File: config.mk
export PLATFORM = sky130hd
export DESIGN_NAME = actuator_word_tx
export DESIGN_NICKNAME = d
export VERILOG_FILES = /design/src/rtl/actuator_tx_pkg.sv /design/src/rtl/actuator_tx_baud_gen.sv /design/src/rtl/actuator_word_tx.sv
export SDC_FILE = /design/constraint.sdc
export NUM_CORES = 1
export LEC_CHECK = 0
export CORE_MARGIN = 5
export CORE_UTILIZATION = 50
export DETAILED_ROUTE_END_ITERATION = 8
export PLACE_DENSITY_LB_ADDON = 0.25
export SLEW_MARGIN = 20
export SYNTH_ARGS = -nofsm -noshare
export SYNTH_HDL_FRONTEND = slang
export SYNTH_HIERARCHICAL = 1
export SYNTH_SLANG_ARGS = --single-unit
File: constraint.sdc
create_clock -name CLK -period 3.8 [get_ports CLK]
set_clock_uncertainty 0.1 [all_clocks]
set_input_delay 0.38 -clock CLK [delete_from_list [all_inputs] [get_ports CLK]]
set_output_delay 0.38 -clock CLK [all_outputs]
set_load 0.01 [all_outputs]
File: src/rtl/actuator_tx_pkg.sv
// Shared FSM encoding, line levels and counter-width helper for the actuator word transmitter.
// Latency: none (definitions only).
// Backpressure: not applicable.
package actuator_tx_pkg;

    typedef enum logic [2:0] {
        ST_IDLE   = 3'd0,
        ST_START  = 3'd1,
        ST_DATA   = 3'd2,
        ST_PARITY = 3'd3,
        ST_STOP   = 3'd4
    } tx_state_t;

    localparam logic LINE_IDLE = 1'b1;
    localparam logic START_BIT = 1'b0;
    localparam logic STOP_BIT  = 1'b1;

    function automatic int cnt_width(input int v);
        return (v > 1) ? $clog2(v) : 1;
    endfunction

endpackage

File: src/rtl/actuator_tx_baud_gen.sv
// Baud counter: counts 0..BAUD_DIV-1 and flags the last cycle of each serial bit.
// Latency: o_bit_end is combinational from the count register.
// Backpressure: none; i_clear holds the count at zero.
module actuator_tx_baud_gen
    import actuator_tx_pkg::*;
#(
    parameter int BAUD_DIV = 16
) (
    input  logic CLK,
    input  logic RST,
    input  logic i_clear,
    output logic o_bit_end
);

    localparam int            CW   = cnt_width(BAUD_DIV);
    localparam logic [CW-1:0] LAST = CW'(BAUD_DIV - 1);

    logic [CW-1:0] r_cnt;

    assign o_bit_end = (r_cnt == LAST);

    // Wrapping on bit_end keeps the count inside 0..BAUD_DIV-1 even for non-power-of-two dividers.
    always_ff @(posedge CLK) begin
        if (RST || i_clear || o_bit_end) begin
            r_cnt <= '0;
        end else begin
            r_cnt <= r_cnt + 1'b1;
        end
    end

endmodule

File: src/rtl/actuator_word_tx.sv
// Serial transmitter for the control word: start, N data bits LSB first, [parity], stop.
// Latency: start bit 1 cycle after LOAD accept; DONE (N+2[+1])*BAUD_DIV+1 cycles after accept.
// Backpressure: READY=0 while a frame is in flight, LOAD ignored; ACTUATOR_WORD_TX_PARITY_EN adds even parity.
module actuator_word_tx
    import actuator_tx_pkg::*;
#(
    parameter int N        = 8,
    parameter int BAUD_DIV = 16
) (
    input  logic         CLK,
    input  logic         RST,
    input  logic [N-1:0] DATA_IN,
    input  logic         LOAD,
    output logic         READY,
    output logic         TX,
    output logic         DONE
);

    localparam int            BW       = cnt_width(N);
    localparam logic [BW-1:0] LAST_BIT = BW'(N - 1);

    tx_state_t     r_state;
    logic [N-1:0]  r_shift;
    logic [BW-1:0] r_bit_cnt;
    logic          r_tx;
    logic          r_ready;
    logic          r_done;
`ifdef ACTUATOR_WORD_TX_PARITY_EN
    logic          r_parity;
`endif

    logic          w_bit_end;
    logic          w_baud_clear;
    logic [N-1:0]  w_shift_nxt;

    assign w_baud_clear = (r_state == ST_IDLE);
    assign w_shift_nxt  = r_shift >> 1;

    actuator_tx_baud_gen #(
        .BAUD_DIV (BAUD_DIV)
    ) u_baud_gen (
        .CLK       (CLK),
        .RST       (RST),
        .i_clear   (w_baud_clear),
        .o_bit_end (w_bit_end)
    );

    // Outputs are registered alongside the state, so TX/READY/DONE change on the same edge as the FSM.
    always_ff @(posedge CLK) begin
        if (RST) begin
            r_state   <= ST_IDLE;
            r_shift   <= '0;
            r_bit_cnt <= '0;
            r_tx      <= LINE_IDLE;
            r_ready   <= 1'b1;
            r_done    <= 1'b0;
`ifdef ACTUATOR_WORD_TX_PARITY_EN
            r_parity  <= 1'b0;
`endif
        end else begin
            r_done <= 1'b0;
            case (r_state)
                ST_IDLE: begin
                    r_tx    <= LINE_IDLE;
                    r_ready <= 1'b1;
                    if (LOAD) begin
                        r_shift  <= DATA_IN;
`ifdef ACTUATOR_WORD_TX_PARITY_EN
                        r_parity <= ^DATA_IN;
`endif
                        r_state  <= ST_START;
                        r_tx     <= START_BIT;
                        r_ready  <= 1'b0;
                    end
                end
                ST_START: begin
                    if (w_bit_end) begin
                        r_state   <= ST_DATA;
                        r_bit_cnt <= '0;
                        r_tx      <= r_shift[0];
                    end
                end
                ST_DATA: begin
                    if (w_bit_end) begin
                        if (r_bit_cnt == LAST_BIT) begin
`ifdef ACTUATOR_WORD_TX_PARITY_EN
                            r_state <= ST_PARITY;
                            r_tx    <= r_parity;
`else
                            r_state <= ST_STOP;
                            r_tx    <= STOP_BIT;
`endif
                        end else begin
                            r_bit_cnt <= r_bit_cnt + 1'b1;
                            r_shift   <= w_shift_nxt;
                            r_tx      <= w_shift_nxt[0];
                        end
                    end
                end
`ifdef ACTUATOR_WORD_TX_PARITY_EN
                ST_PARITY: begin
                    if (w_bit_end) begin
                        r_state <= ST_STOP;
                        r_tx    <= STOP_BIT;
                    end
                end
`endif
                ST_STOP: begin
                    if (w_bit_end) begin
                        r_state <= ST_IDLE;
                        r_tx    <= LINE_IDLE;
                        r_ready <= 1'b1;
                        r_done  <= 1'b1;
                    end
                end
                default: begin
                    r_state <= ST_IDLE;
                    r_tx    <= LINE_IDLE;
                    r_ready <= 1'b1;
                end
            endcase
        end
    end

    assign TX    = r_tx;
    assign READY = r_ready;
    assign DONE  = r_done;

endmodule

==> impl_metrics.toml <==
[sta]
slew_viol_final = 0
fmax_mhz = 460
tightest_slew_ps = 793
layout_min_cycle_time_ps = 2170
setup-violations-final = 0
holdWs_ps = 358
relSlewSlack_pct = 47.1
rsz0062_at_grt = "false"
finalCritPeriodShare_pct = 57.2
hold_violations = 0
final.setup.tns_ps = 0

[critical_path]
crit_type = "reg2reg"
rrSetupSlack_ps = 1630
cp.arrival_ps = 2250
critPathTopFamily = "compound AO/OA/AOI/OAI gates"
reg2reg_from = "u_baud_gen/r_cnt[0]"
critPathRequiredTime_ps = 3870
critPathMaxStageDelay_ps = 540
crit_path_start = "u_baud_gen/r_cnt[0]"
reg2reg_to = "r_shift[4]"
r2r_cells = 6
critical_path.max_fanout = 16
critPathCaptureType = "register"
path_cells = "ha_1 > nand3_1 > inv_1 > nand3b_1 > a211oi_2 > a211oi_1"
critPathLaunchType = "register"
path_buf_inv = 1
crit_slowest_cell = "a211oi_2"

[global_route]
met1_usage_pct = 18.3
grt_max_degree = 20
grt_overflow = 0
antenna_found_initial = 0
grt_pass1_wl_mm = 3.74
use_met2_pct = 21.8
use_met3_pct = 5.43
grtUsageTotal_pct = 14.2
grt_pass1_vias = 856
grt.busiest_layer = "met2"

[power_and_ir_drop]
p_sw_uw = 102
combPwrFrac_pct = 12.8
power.share.clock_pct = 27.0
power.share.sequential_pct = 60.2
vdd_drop_max_mv = 0.230
sw_frac_of_total_pct = 25.3
intPower_uw = 301
p_leak_uw = 0.000424
power_density_nw_per_um2 = 316

[placed_design]
place_hpwl_mm = 1.48
postPlaceCellArea_sq_um = 1250
gp_congestion = 0.739
portBuffers = 13

[cells_and_area]
antenna_cells = 0
drive_above_1_share_pct = 8.80
fin_area_sq_um = 1270
nets = 140
final_util_pct = 58.2
synthToLayoutAreaGrowth_pct = 12.8

[clock_tree]
holdBufCountCts = 0
clkTransAtPathRegs_ps = 110
cts_root_buf = "clkbuf_4"
cts_buffers = 3
clk_latency_ps = 310
htreeDepth = 1
cts_resized = 0
cts_setup_buffers = 0
cts_tree = "built"
clk_path_buf_depth = 2
clock-sinks = 21

[logic_synthesis]
ys_warn_count = 6
synth_nets = 129
synthArstFlopShare_pct = 0
synth.avg_cell_area_sq_um = 9.82
synthCells = 115
ys_seq_area_share_pct = 37.2
synth_edf_count = 0
ys_seq_elements = 21
synth_cell_types = 39
netlist_area_sq_um = 1130
synth_top_flop_cell = "dfxtp_1"

[floorplan]
io_pins = 14
die_h_um = 57.5
initial_core_util_pct = 51.6
rows = 17
die_x_um = 57.5
core_area_sq_um = 2190
die-area_sq_um = 3310

[hold_path]
worstHoldEndpoint = "u_baud_gen/r_cnt[0]"
holdCritStartpoint = "u_baud_gen/r_cnt[0]"
hold_class = "reg2reg"
hold_path_depth = 1

[detailed_routing]
drt_iter0_drc = 9
antenna_left = 0
vias = 873
firstDrtPassIters = 4
drc_errors = 0
viasPerCell = 5.71
wl_per_cell_um = 13.8
drt-total-wl_mm = 2.11

[flow_run]
maxCapViolCount = 0

[outcome]
outcome = "complete, no violations"
cell usage after synthesis, types with 2 or more instances:
cell type | n | share of area (%)
dfxtp_1 | 21 | 37
a211oi_1 | 15 | 10
mux2i_1 | 10 | 8.9
nand3_1 | 7 | 3.1
nand2_1 | 6 | 2.0
nor2_1 | 5 | 1.7
o21ai_0 | 4 | 1.8
clkbuf_1 | 3 | 1.0
ha_1 | 3 | 3.3
inv_1 | 3 | 1.0
nor3_1 | 3 | 1.3
buf_4 | 2 | 1.3
buf_6 | 2 | 2.0
nand2b_1 | 2 | 1.1
nor2b_1 | 2 | 1.1
nor4b_4 | 2 | 4.2
xnor2_1 | 2 | 1.6
xor2_1 | 2 | 1.6
layout by cell type, fill, tap and decap left out, drive strengths merged, types with 4 or more instances in the layout:
cell type / n
mux2i: 10
clkdlybuf4s50: 13
clkbuf: 4
nand3: 7
nor3: 4
a211oi: 17
nor2: 6
dfxtp: 21
nand2: 6
o21ai: 4
sequential cells by signal, indices dropped and copies added, names as in the netlist:
signal and flops:
DONE 1, READY 1, TX 1, r_bit_cnt 3
r_shift 8, r_state 3, u_baud_gen/r_cnt 4
layout make-up:
class	count	area, sq um
clock buffer	4	26.3
fill	209	916
inverter	4	15.0
multi-input combinational	82	641
sequential	21	420
tap	28	35.0
timing repair buffer	14	138
through the flow:
stage / total power, uW / setup slack (ps) / instances
2_1_floorplan: 279 / 2030 / 115
3_3_place_gp: 298 / 1730 / 149
3_5_place_dp: 299 / 1690 / 149
4_1_cts: 408 / 1690 / 153
5_1_grt: 423 / 1450 / 153
6_report: 403 / 1630 / 153
worst max path at each step:
| stage | cells past startpoint | slack [ps] | endpoint |
|---|---|---|---|
| 2_1_floorplan | 5 | 2030 | r_bit_cnt[0] |
| 3_3_place_gp | 4 | 1730 | r_bit_cnt[2] |
| 5_1_grt | 6 | 1450 | r_shift[7] |
| 3_5_place_dp | 6 | 1690 | r_shift[7] |
| 6_report | 6 | 1630 | r_shift[4] |
| 4_1_cts | 6 | 1690 | r_shift[4] |
logic make-up (layout without fill, tap and decap cells):
kind of cell / after synthesis / count (layout) / synth area share (%)
compound gates: 28 / 28 / 19.6
mux: 10 / 10 / 8.86
fa+ha+maj: 3 / 3 / 3.32
flops: 21 / 21 / 37.2
xor+xnor: 4 / 4 / 3.10
simple gates: 37 / 37 / 21.8
buf+inv: 12 / 22 / 6.09
power groups by stage:
stage | clock [uW] | sequential [uW] | combinational [uW]
2_1_floorplan | 0 | 242 | 36.6
3_3_place_gp | 0 | 247 | 50.8
3_5_place_dp | 0 | 247 | 51.7
4_1_cts | 113 | 242 | 51.9
5_1_grt | 122 | 245 | 56.7
6_report | 109 | 243 | 51.7
per-layer routing:
| metal | wire (um) | vias to the layer above |
|---|---|---|
| li1 | - | 448 |
| met1 | 1020 | 401 |
| met2 | 964 | 20 |
| met3 | 95 | 4 |
| met4 | 25 | 0 |
| met5 | 0 | - |
(Power assumes the default switching activity.)
